`config.mk`:
```
export PLATFORM = sky130hd
export DESIGN_NAME = delay_tap_controller
export DESIGN_NICKNAME = d
export VERILOG_FILES = /design/src/rtl/delay_tap_pkg.sv /design/src/rtl/tap_fill_counter.sv /design/src/rtl/delay_tap_controller.sv
export SDC_FILE = /design/constraint.sdc
export NUM_CORES = 1
export LEC_CHECK = 0
export CORE_UTILIZATION = 51
export CTS_CLUSTER_DIAMETER = 80
export CTS_CLUSTER_SIZE = 28
export DETAILED_ROUTE_END_ITERATION = 6
export HOLD_SLACK_MARGIN = 0.1
export MAX_ROUTING_LAYER = met4
export PLACE_DENSITY = 0.85
export SLEW_MARGIN = 10
export SYNTH_ARGS = -nofsm -noshare
export SYNTH_HDL_FRONTEND = slang
export SYNTH_HIERARCHICAL = 1
export SYNTH_SLANG_ARGS = --single-unit
```
`constraint.sdc`:
```
create_clock -name clk -period 5.2 [get_ports clk]
set_input_delay 1.04 -clock clk [delete_from_list [all_inputs] [get_ports clk]]
set_output_delay 1.04 -clock clk [all_outputs]
set_load 0.1 [all_outputs]
```
`src/rtl/delay_tap_pkg.sv`:
```
// Shared types and constants for the delay-line tap controller.
// Holds the state encoding, tap depths and the sel-to-depth lookup.
package delay_tap_pkg;

  localparam int DATA_W = 8;
  localparam int CNT_W  = 7;

  localparam int TAP0 = 30;
  localparam int TAP1 = 45;
  localparam int TAP2 = 60;
  localparam int TAP3 = 90;

  localparam logic [1:0] S_IDLE  = 2'd0;
  localparam logic [1:0] S_CLEAR = 2'd1;
  localparam logic [1:0] S_FILL  = 2'd2;
  localparam logic [1:0] S_RUN   = 2'd3;

  typedef enum logic [1:0] {
    ST_IDLE  = S_IDLE,
    ST_CLEAR = S_CLEAR,
    ST_FILL  = S_FILL,
    ST_RUN   = S_RUN
  } state_t;

  function automatic logic [CNT_W-1:0] tap_depth(input logic [1:0] sel);
    case (sel)
      2'd0:    tap_depth = CNT_W'(TAP0);
      2'd1:    tap_depth = CNT_W'(TAP1);
      2'd2:    tap_depth = CNT_W'(TAP2);
      2'd3:    tap_depth = CNT_W'(TAP3);
      default: tap_depth = CNT_W'(TAP0);
    endcase
  endfunction

endpackage

```
`src/rtl/tap_fill_counter.sv`:
```
// Saturating refill-shift counter: sync clear, increment enable,
// done flags that the count has reached the selected tap depth.
module tap_fill_counter
  import delay_tap_pkg::*;
(
  input  logic             clk,
  input  logic             rst_n,
  input  logic             clr,
  input  logic             inc,
  input  logic [CNT_W-1:0] limit,
  output logic [CNT_W-1:0] count,
  output logic             done
);

  logic [CNT_W-1:0] count_r;

  // count shifts since the last clear, never passing the limit
  always_ff @(posedge clk) begin
    if (!rst_n) begin
      count_r <= {CNT_W{1'b0}};
    end else if (clr) begin
      count_r <= {CNT_W{1'b0}};
    end else if (inc && !done) begin
      count_r <= count_r + {{(CNT_W-1){1'b0}}, 1'b1};
    end else begin
      count_r <= count_r;
    end
  end

  assign count = count_r;
  assign done  = (count_r == limit);

endmodule

```
`src/rtl/delay_tap_controller.sv`:
```
// Tap-change sequencer for the 30/45/60/90-stage delay-line bank.
// Build option DLY_CTRL_HOLD_EN: out_data holds its last value through CLEAR/FILL.
module delay_tap_controller
  import delay_tap_pkg::*;
(
  input  logic              clk,
  input  logic              rst_n,
  input  logic              ena,
  input  logic              cfg_valid,
  input  logic [1:0]        cfg_sel,
  output logic              cfg_ready,
  input  logic              in_valid,
  output logic              line_shift,
  output logic              line_clr,
  output logic [1:0]        tap_sel,
  input  logic [DATA_W-1:0] tap_data,
  output logic [DATA_W-1:0] out_data,
  output logic              out_valid,
  output logic              busy,
  output logic [CNT_W-1:0]  fill_cnt
);

  state_t            state_r;
  logic [1:0]        tap_sel_r;
  logic [DATA_W-1:0] out_data_r;
  logic              out_valid_r;
  logic              busy_r;
  logic              pend_r;

  logic [CNT_W-1:0]  depth_s;
  logic [CNT_W-1:0]  fill_cnt_s;
  logic              done_s;
  logic              cfg_ready_s;
  logic              accept_s;
  logic              line_shift_s;
  logic              fill_inc_s;
  logic              fill_clr_s;
  logic              last_shift_s;

  assign depth_s      = tap_depth(tap_sel_r);
  assign cfg_ready_s  = ena && (state_r != ST_CLEAR);
  assign accept_s     = cfg_valid && cfg_ready_s;
  // an accepted request takes the cycle, so a coincident sample is dropped
  assign line_shift_s = ena && in_valid && !accept_s &&
                        ((state_r == ST_FILL) || (state_r == ST_RUN));
  assign fill_inc_s   = line_shift_s && (state_r == ST_FILL);
  assign fill_clr_s   = ena && (state_r == ST_CLEAR);
  assign last_shift_s = fill_inc_s && (fill_cnt_s == (depth_s - 7'd1));

  tap_fill_counter u_fill (
    .clk   (clk),
    .rst_n (rst_n),
    .clr   (fill_clr_s),
    .inc   (fill_inc_s),
    .limit (depth_s),
    .count (fill_cnt_s),
    .done  (done_s)
  );

  // sequencer state plus the registered output stage; the sample from a shift
  // is taken from the tap on the following edge, once the bank has moved
  always_ff @(posedge clk) begin
    if (!rst_n) begin
      state_r     <= ST_IDLE;
      tap_sel_r   <= 2'd0;
      out_data_r  <= {DATA_W{1'b0}};
      out_valid_r <= 1'b0;
      busy_r      <= 1'b0;
      pend_r      <= 1'b0;
    end else if (!ena) begin
      out_valid_r <= 1'b0;
    end else if (accept_s) begin
      state_r     <= ST_CLEAR;
      tap_sel_r   <= cfg_sel;
      busy_r      <= 1'b1;
      pend_r      <= 1'b0;
      out_valid_r <= 1'b0;
`ifdef DLY_CTRL_HOLD_EN
      out_data_r  <= out_data_r;
`else
      out_data_r  <= {DATA_W{1'b0}};
`endif
    end else begin
      out_valid_r <= pend_r;
      if (pend_r) begin
        out_data_r <= tap_data;
      end else begin
        out_data_r <= out_data_r;
      end
      pend_r <= line_shift_s && ((state_r == ST_RUN) || last_shift_s);
      case (state_r)
        ST_CLEAR: begin
          state_r <= ST_FILL;
          busy_r  <= 1'b1;
        end
        ST_FILL: begin
          if (last_shift_s || done_s) begin
            state_r <= ST_RUN;
            busy_r  <= 1'b0;
          end else begin
            state_r <= ST_FILL;
            busy_r  <= 1'b1;
          end
        end
        ST_RUN: begin
          state_r <= ST_RUN;
          busy_r  <= 1'b0;
        end
        ST_IDLE: begin
          state_r <= ST_IDLE;
          busy_r  <= 1'b0;
        end
        default: begin
          state_r <= ST_IDLE;
          busy_r  <= 1'b0;
        end
      endcase
    end
  end

  assign cfg_ready  = cfg_ready_s;
  assign line_shift = line_shift_s;
  assign line_clr   = fill_clr_s;
  assign tap_sel    = tap_sel_r;
  assign out_data   = out_data_r;
  assign out_valid  = out_valid_r;
  assign busy       = busy_r;
  assign fill_cnt   = fill_cnt_s;

endmodule

```
==> reports/metrics.yaml, run 1 <==
synthesis:
  synthesis.nets: 182
  synth.ff_latch_count: 22
  synth_top_cell_area_share_pct: 33.7
  syn_inst: 158
  synth_seq_area_share_pct: 33.7
  ys_warn_count: 6
  yosys-top-cells-area: "dfxtp_1 (34%), ha_1 (8.6%), nand2_1 (8.1%), mux2i_1 (6.1%), xor2_1 (6.0%)"
  ys_types: 31
  synth_top_cell_by_area: "dfxtp_1"
  avgSynthCellArea_sq_um: 8.26
  netlist_area_sq_um: 1310
clocking:
  root_buffer: "clkbuf_4"
  cts_buffers: 3
  path_clk_slew_ns: 0.12
  cts_tree: "built"
  cts_setup_buffers: 0
  postCtsHoldBufs: 0
  clkLatencyLatePin_ns: 0.31
  cts_resized: 0
  clockBufferDepth: 2
  clock_sinks: 22
  htreeDepth: 1
global_routing:
  grt_start_max_net_pins: 19
  globalRoute.totalOverflow: 0
  grt_usage_pct: 24.6
  grt_pass1_wl_um: 4900
  antenna_found_initial: 0
  grt_pass1_vias: 1144
detailed_routing:
  postRouteAntennaNets: 0
  vias_per_cell: 5.47
  post-route-drc-count: 0
  drtIter0Drc: 12
  routed_wl_um: 2970
  wl_per_cell_um: 13.4
  dr.pass1.iters: 4
  vias: 1215
floorplan:
  core_area_sq_um: 2320
  fp.dieW_um: 52.6
  rows: 17
  ios: 37
  start_util_pct: 56.3
  die_h_um: 52.6
  die_area_sq_um: 2770
critical_path:
  worstPathRequired_ns: 4.16
  slowest_stage: "clkdlybuf4s50_1"
  endpoint_kind: "output port"
  crit_arrival_ns: 2.67
  crit_chain: "clkdlybuf4s50_1 -> nand2_1 -> a21oi_1 -> o21a_1 -> buf_4"
  cpPeakStageDelay_ns: 0.85
  crit_type: "input port to output port"
  startpoint_type: "input port"
  critPathMaxFanout: 18
sta:
  hold_viol: 0
  clock.fmax_mhz: 270
  slew_viol_final: 0
  rsz0062_at_grt: "no"
  final.period_utilization_pct: 71.3
  finalSetupViolCount: 0
  fin_worst_skew_ns: 0.00330
  max-slew-margin-rel_pct: 34.8
  layout_min_cycle_time_ns: 3.71
  tightest_slew_ns: 0.975
  setup-tns-final_ns: 0
flow_run:
  drv_cap: 0
power:
  leakage_nw: 0.659
  ir_drop_v: 0.000245
  power.density_nw_per_um2: 212
layout:
  final_layout_size_suffix_gt1_share_pct: 5.15
  antenna_cells: 0
  final_util_pct: 74.6
  nets: 219
  area_growth_pct: 32.6
run_status:
  status: "finished, final reports clean"
placed_design:
  dpl.hpwl_um: 2230
  gp_congestion: 0.815
  portBuffers: 36
min_path:
  worstHoldPathType: "flop to flop"
==> synthesized netlist by cell type (all sizes together) <==
cell type  instances
nand2             28
dfxtp             22
a21oi             14
ha                 9
inv                9
nand3              9
xor2               9
mux2i              8
nand2b             6
nor2b              5
o21ai              5
clkbuf             4
nor2               4
a211oi             3
a21boi             3
and2               3
nand4              3
xnor2              2
a31oi              1
a41oi              1
and3               1
conb               1
nor3               1
nor4               1
o211ai             1
o21a               1
o31a               1
o41ai              1
or3                1
or4b               1
==> final cells by class <==
class,count,area [sq um]
Clock buffer,3,22.5
Clock inverter,1,30.0
Fill cell,170,588
Inverter,9,33.8
Multi-Input combinational cell,123,816
Sequential cell,22,440
Tap cell,28,35.0
Timing Repair Buffer,36,353
==> registers in the layout, summed over array words and instances (netlist names) <==
register / count
busy: 1
state_r: 2
out_data: 8
pend_r: 1
out_valid: 1
u_fill/count: 7
tap_sel: 2
==> layer usage <==
layer	GRT usage (%)	up-vias	routed length [um]
met1	30.4	556	1370
met3	3.19	13	97
met2	39.5	37	1420
met4	11.4	0	82
li1	-	609	-
met5	-	-	0
==> final timing paths <==
check	depth (start not counted)	startpoint	endpoint	slack (ns)
worst max-delay path	5	ena	line_shift	1.49
worst min register to register	2	out_data[6]	out_data[6]	0.46
worst max register to register	7	tap_sel[0]	busy	2.84
worst min-delay path	2	out_data[6]	out_data[6]	0.46
==> per-stage QoR <==
stage                     total power, mW  setup slack, ns  cell area, sq um  std cells  hold slack, ns
final                               0.367             1.49              1730        222           0.464
after global routing                0.377             1.40              1730        222           0.477
after CTS                           0.369             1.52              1730        222           0.463
after detailed placement            0.237             1.52              1680        218           0.446
after global placement              0.236             1.60              1680        218           0.444
after floorplan                     0.217             1.43              1310        158           0.528
==> critical path: cells and delay by family <==
| kind | cells | cell delay [ns] |
|---|---|---|
| compound gates | 2 | 0.40 |
| buf+inv | 2 | 1.13 |
| simple gates | 1 | 0.09 |
==> power breakdown <==
group | internal, mW | total [mW] | switching, mW | leakage [nW]
Clock | 0.0780 | 0.133 | 0.0551 | 0.0279
Sequential | 0.171 | 0.173 | 0.00237 | 0.178
Combinational | 0.0227 | 0.0614 | 0.0388 | 0.453
Total | 0.271 | 0.367 | 0.0963 | 0.659
==> layout by cell type (no fill, tap or decap) <==
cell             count
a211oi_1             3
a21boi_0             2
a21boi_2             1
a21oi_1             14
a31oi_1              1
a41oi_1              1
and2_1               3
and3_1               1
buf_4                3
bufinv_16            1
clkbuf_4             3
clkdlybuf4s50_1     33
conb_1               1
dfxtp_1             22
ha_1                 9
inv_1                9
mux2i_1              8
nand2_1             28
nand2b_1             6
nand3_1              9
nand4_1              3
nor2_1               4
nor2b_1              5
nor3_4               1
nor4_4               1
o211ai_1             1
o21a_1               1
o21ai_0              5
o31a_1               1
o41ai_1              1
or3_1                1
or4b_1               1
xnor2_1              2
xor2_1               9
==> logic make-up (layout without fill, tap and decap cells) <==
logic type	count (synthesis)	in the layout	synth area share (%)
and+or+nand+nor	63	63	25.4
AOI/OAI and AO/OA	31	31	14.7
DFF	22	22	33.7
buffers and inverters	13	49	3.74
xor gates and xnor gates	11	11	7.38
adders and majority gates	9	9	8.63
muxes	8	8	6.14
other	1	1	0.287
Note: power is estimated with default switching activity, not from simulation.
==> inputs of run 2 (changes only) <==
CORE_UTILIZATION = 47   (was 51)
PLACE_DENSITY = 0.79   (was 0.85)
clock period = 3.6 ns   (was 5.2 ns; I/O delays follow)
==> run 2 against run 1 <==
Net effect: power is 24% higher; hold slack got worse by 0.00088 ns; critical path depth is the same; sequential cell count is the same; global-route usage is 3.1 points lower; count of clock-buffer cells in the layout unchanged; final cell count grew 0.90%; via count is 0.16% lower; critical endpoint unchanged; sequential power rose by 45%.
==> reports/metrics.yaml, run 2 (synthesis results as in run 1) <==
power:
  ir_drop_v: 0.000234
  power_mw: 0.455
  leakage_nw: 0.661
  power.density_nw_per_um2: 260
sta:
  hold_slack_ns: 0.463
  final.period_utilization_pct: 77.9
  setup-tns-final_ns: 0
  clock.fmax_mhz: 357
  hold_viol: 0
  fin_worst_skew_ns: 0.00128
  worst_slack_ns: 0.796
  slew_viol_final: 0
  tightest_slew_ns: 0.974
  rsz0062_at_grt: "no"
  max-slew-margin-rel_pct: 34.8
  layout_min_cycle_time_ns: 2.80
  finalSetupViolCount: 0
floorplan:
  fp.dieW_um: 54.7
  ios: 37
  rows: 18
  start_util_pct: 51.3
  core_area_sq_um: 2540
  die_h_um: 54.7
  die_area_sq_um: 2990
detailed_routing:
  vias_per_cell: 5.42
  routed_wl_um: 2870
  postRouteAntennaNets: 0
  wl_per_cell_um: 12.8
  post-route-drc-count: 0
  dr.pass1.iters: 4
  vias: 1213
  drtIter0Drc: 23
clocking:
  clkLatencyLatePin_ns: 0.31
  postCtsHoldBufs: 0
  cts_setup_buffers: 0
  path_clk_slew_ns: 0.12
  cts_buffers: 3
  clockBufferDepth: 2
  htreeDepth: 1
  clock_sinks: 22
  cts_resized: 0
  root_buffer: "clkbuf_4"
  cts_tree: "built"
critical_path:
  worstPathRequired_ns: 2.88
  crit_arrival_ns: 2.08
  crit_type: "input port to output port"
  critPathMaxFanout: 8
  regToRegSetupSlack_ns: 1.22
  rr_startpoint: "tap_sel[0]"
  crit_path_end: "line_shift"
  r2r-end: "busy"
  endpoint_kind: "output port"
  setup.worst_path.start: "ena"
  startpoint_type: "input port"
  reg2reg_depth: 7
global_routing:
  grt_usage_pct: 21.5
  grt_pass1_vias: 1098
  grt_pass1_wl_um: 4460
  antenna_found_initial: 0
  globalRoute.totalOverflow: 0
  grt_start_max_net_pins: 15
layout:
  mostFrequentLayoutCell: "clkdlybuf4s50_1"
  stdcell_area_sq_um: 1750
  most-common-layout-cells: "clkdlybuf4s50_1 (32), nand2_1 (28), dfxtp_1 (22), a21oi_1 (14)"
  area_growth_pct: 33.7
  final_util_pct: 68.6
  fillers: 215
  nets: 220
  final_cells: 224
  antenna_cells: 0
  largest_reg_flops: 8
  final_layout_size_suffix_gt1_share_pct: 5.67
placed_design:
  dp_slack_ns: 0.807
  place_area_sq_um: 1720
  dpl.hpwl_um: 2260
  dpl.cell_count: 221
  gp_congestion: 0.833
  portBuffers: 36
flow_run:
  drv_cap: 0
run_status:
  status: "finished, final reports clean"
min_path:
  worstHoldPathType: "flop to flop"
## run 2: changes by cell type in the layout (fill, tap and decap cells not counted), sizes merged
cell / before / now
buf: 3 / 5
bufinv: 1 / 0
clkdlybuf4s50: 33 / 32
## run 2: worst min-delay path by stage
| stage | from | endpoint | slack, ns | cells past startpoint |
|---|---|---|---|---|
| after floorplan | state_r[1] | state_r[1] | 0.53 | 2 |
| after global placement | out_data[4] | out_data[4] | 0.45 | 2 |
| after detailed placement | out_data[0] | out_data[0] | 0.45 | 2 |
| after CTS | out_data[0] | out_data[0] | 0.47 | 2 |
| after global routing | out_data[0] | out_data[0] | 0.49 | 2 |
| final | out_data[0] | out_data[0] | 0.46 | 2 |
## run 2: routing by layer
metal	wire [um]	global-route usage, %
met1	1310	23.9
met2	1430	36.9
met3	107	5.00
met4	27	7.69
met5	0	-
## run 2: critical path, cell delays in order
cell             delay (ns)
clkdlybuf4s50_1        0.61
nand2_1                0.09
a21oi_1                0.25
o21a_1                 0.22
buf_12                 0.18
## run 2: power breakdown
part           switching [mW]  internal (mW)  total, mW
Sequential            0.00335          0.246      0.250
Clock                  0.0743         0.0391      0.113
Combinational          0.0555         0.0361     0.0916
Total                   0.133          0.322      0.455
## run 2: final cells by class
class	count	area [sq um]	share of cell area, %
Sequential cell	22	440	25.2
Timing Repair Buffer	37	395	22.7
Multi-Input combinational cell	123	816	46.7
Tap cell	30	37.5	2.15
Inverter	9	33.8	1.94
Clock buffer	3	22.5	1.29
==> RTL edit 1 (settings of run 2) <==
Set the package constant `CNT_W` to 14 (it was 7).
--- a/src/rtl/delay_tap_pkg.sv
+++ b/src/rtl/delay_tap_pkg.sv
@@ -3,7 +3,7 @@
 package delay_tap_pkg;
 
   localparam int DATA_W = 8;
-  localparam int CNT_W  = 7;
+  localparam int CNT_W  = 14;
 
   localparam int TAP0 = 30;
   localparam int TAP1 = 45;
Ports: changed (resized fill_cnt); port bits go from 37 to 44. No check against the original RTL was run, so the function may have changed too.
==> RTL edit 1 against run 2 <==
  * Register-to-register slack improved by 0.09 ns
  * Routed wire length is 30% higher
  * Via count grew 37%
  * Power is 52% higher
  * Clock skew up 0.0057 ns
  * Synthesized cell count grew 35%
  * Worst setup slack gained 0.11 ns
  * Cell area up 35%
  * Area after synthesis is 34% higher
  * Sequential cell count grew 7
  * Highest routed layer unchanged
==> RTL edit 1: results (changes against run 2) <==
Worst-path clk slew=0.07 ns (-0.05 ns); vias=1666 (+37%); status=completed; top area cells in the synthesized netlist=dfxtp_1 33%, xnor2_1 8.5%, a21oi_1 6.6%; number of global-route vias before repair=1515 (+38%); Slew @ Worst Pin=0.990 ns (+0.0154 ns); # nets final=287 (+30%); arrival time worst endpoint=1.97 ns (-0.11 ns); Vias per Instance=5.37 (-0.76%); Synth top cells by count=29 x dfxtp_1, 23 x a21oi_1, 19 x nand2_1, 17 x xnor2_1, 14 x nand3_1; post-DP HPWL=2730 um (+21%); critical path peak fanout=9 (+1); ratio of cells with drive above 1 in the final layout=0.0682 (+0.0115); clock skew=0.00699 ns (+0.00571 ns); CP max stage delay=1.19 ns (+0.58 ns); Avg Cell Area, Syn=8.24 um^2 (-0.29%); initial antenna violation count=0 (unchanged); Total Wirelength=3740 um (+30%); CTS root buf=clkbuf_8; Num CTS Buffers=5 (+2); dpl cells=302 (+37%); gr usage total=0.214 (-0.000871); dpl ws=0.814 ns (+0.00677 ns); largest net degree at the start of global routing=31 (+16); max FFs per register=14 (+6); Yosys cell types=42 (+35%); GPL Wtd Cong=0.891 (+6.9%); power per cell area=295 nW/um^2 (+13%); latest clock arrival within the worst-skew pair=0.28 ns (-0.03 ns); Fill cells=298 (+39%); Clock power frac=0.374 (+0.125); P_seq=0.000329 W (+32%); initial DRC count=114 (+400%); H-tree depth=2 (+1); global-route wire length before repair=6640 um (+49%); Port Buffers=43 (+19%); LEAKAGE=0.840 nW (+27%); sequential cell area fraction in the yosys report=0.331 (-0.00653); Pint=0.000499 W (+55%)
RTL edit 1: changes by cell type after synthesis, sizes merged, moves of 8 or more:
| cell | delta |
|---|---|
| o21ai | +10 |
| or3 | +10 |
| nand2 | -9 |
| a21oi | +9 |
| xor2 | -8 |
| xnor2 | +15 |
RTL edit 1: final timing paths:
| kind | slack, ns | cells past startpoint | start | to |
|---|---|---|---|---|
| worst min-delay path | 0.45 | 2 | out_data[6] | out_data[6] |
| worst max register to register | 1.31 | 10 | tap_sel[0] | state_r[0] |
| worst min register to register | 0.45 | 2 | out_data[6] | out_data[6] |
| worst max-delay path | 0.91 | 1 | u_fill/count[9] | fill_cnt[9] |
RTL edit 1: metal layers:
metal | part of all wire | routed length, um | track usage
met1 | 0.47 | 1750 | 0.253
met2 | 0.46 | 1720 | 0.351
met3 | 0.059 | 219 | 0.0543
met4 | 0.015 | 57 | 0.0727
met5 | 0 | 0 | -
RTL edit 1: tightest hold or removal path, stage by stage, from the launching register on:
cell	delay (ns)
dfxtp_1	0.31
nand2_1	0.05
a21oi_1	0.05
RTL edit 1: final cells by class:
class | count | area (um^2) | share of cell area
Sequential cell | 29 | 581 | 0.247
Inverter | 11 | 41.3 | 0.0176
Clock inverter | 3 | 17.5 | 0.00745
Tap cell | 46 | 57.6 | 0.0245
Clock buffer | 5 | 68.8 | 0.0293
Timing Repair Buffer | 45 | 473 | 0.201
Multi-Input combinational cell | 171 | 1110 | 0.473
RTL edit 1: cell families (layout without fill, tap and decap cells):
group,Yosys count,count (layout),synth area share
fa+ha+maj,9,9,0.0642
mux,2,2,0.0114
flops,29,29,0.331
simple gates,83,83,0.266
compound gates,51,51,0.180
xor+xnor,18,18,0.0899
other cells,2,8,0.00428
buf+inv,19,64,0.0528
==> RTL edit 2 (settings of run 2) <==
Without the edit above. Make the reset (`rst_n`) asynchronous in 2 clocked blocks.
--- a/src/rtl/tap_fill_counter.sv
+++ b/src/rtl/tap_fill_counter.sv
@@ -15,7 +15,7 @@
   logic [CNT_W-1:0] count_r;
 
   // count shifts since the last clear, never passing the limit
-  always_ff @(posedge clk) begin
+  always_ff @(posedge clk or negedge rst_n) begin
     if (!rst_n) begin
       count_r <= {CNT_W{1'b0}};
     end else if (clr) begin
--- a/src/rtl/delay_tap_controller.sv
+++ b/src/rtl/delay_tap_controller.sv
@@ -59,7 +59,7 @@
 
   // sequencer state plus the registered output stage; the sample from a shift
   // is taken from the tap on the following edge, once the bank has moved
-  always_ff @(posedge clk) begin
+  always_ff @(posedge clk or negedge rst_n) begin
     if (!rst_n) begin
       state_r     <= ST_IDLE;
       tap_sel_r   <= 2'd0;
Formal check against the unedited RTL: differs if rst_n is asserted again (counterexample within 4 cycles, from zero or initial values and one cycle with rst_n low); with rst_n held inactive, the same outputs for 10 cycles.
==> RTL edit 2 against run 2 <==
  * Worst setup slack improved by 0.024 ns
  * Area after synthesis rose by 3.8%
  * Highest routed layer unchanged
  * Count of clock-buffer cells in the layout did not move
  * Via count fell by 3.9%
  * Cell area rose by 3.2%
  * Sequential cell count did not move
  * Register-to-register slack improved by 0.03 ns
  * First-iteration DRC count fell by 4.3%
  * Routed wire length rose by 2.6%
  * Die area rose by 3.7%
Power is not compared: it rests on default switching activity, and its combinational part moved more than twofold at a synthesized area within 25%.
==> RTL edit 2: results (changes against run 2) <==
met1 Use GR=0.267 (+0.0274); arrival time worst endpoint=2.06 ns (-0.02 ns); Synth Flop Type=dfrtp_1; initial DRC count=22 (-4.3%); compound-cell area share of the yosys netlist=0.114 (-0.0322); Yosys cell types=34 (+9.7%); status=completed; CP max stage delay=0.65 ns (+0.04 ns); Adder-Cell Fraction of Synth Area=0.0831 (-0.00319); top area cells in the synthesized netlist=dfrtp_1 41%, ha_1 8.3%, xor2_1 5.8%; Total Wirelength=2950 um (+2.6%); average wire per standard cell=13.6 um (+5.9%); number of global-route vias before repair=1105 (+0.64%); met2 WL=1500 um (+5.4%); Placement Cell Area=1750 um^2 (+1.5%); Met3 Routed Length=47 um (-56%); sequential cell area fraction in the yosys report=0.406 (+0.0688); mux contribution to synthesized area=0.0323 (-0.0290); wl on met1=1370 um (+4.8%); Fill cells=227 (+5.6%); ratio of cells with drive above 1 in the final layout=0.0806 (+0.0239); top cell type's share of synthesized area=0.406 (+0.0688); clock skew=0.0113 ns (+0.0100 ns); met3 Usage GRT=0.0279 (-0.0221); global-route wire length before repair=5020 um (+13%); Cells after Synth=151 (-4.4%); dpl ws=0.823 ns (+0.0157 ns); synthesized net count=175 (-3.8%); GR Util met2=0.343 (-0.0270); critical path peak fanout=11 (+3); Vias per Instance=5.37 (-0.77%); post-synthesis xor/xnor area fraction=0.0905 (+0.0167); GPL Wtd Cong=0.964 (+16%); largest net degree at the start of global routing=23 (+8)
RTL edit 2: final timing paths:
| path | slack, ns | cells past startpoint | endpoint | from |
|---|---|---|---|---|
| max | 0.82 | 3 | line_clr | ena |
| min | 0.53 | 2 | out_data[4] | out_data[4] |
| max reg2reg | 1.25 | 8 | u_fill/count[6] | tap_sel[0] |
| min reg2reg | 0.53 | 2 | out_data[4] | out_data[4] |
| max in group asynchronous | 2.07 | 1 | tap_sel[0] | rst_n |
| min in group asynchronous | 0.93 | 1 | out_data[6] | rst_n |
RTL edit 2: critical path, delay by kind of cell:
family / cells / cell delay, ns
AND/OR/NAND/NOR: 1 / 0.45
buffers and inverters: 2 / 0.88
RTL edit 2: cell type report:
type                    instances  area, um^2  area share
multi-input cells             113         728       0.404
repair buffers                 37         393       0.218
flip-flops and latches         22         551       0.306
clock inverters                 1        30.0      0.0167
clock buffers                   3        22.5      0.0125
inverters                      10        37.5      0.0208
well taps                      31        38.8      0.0215
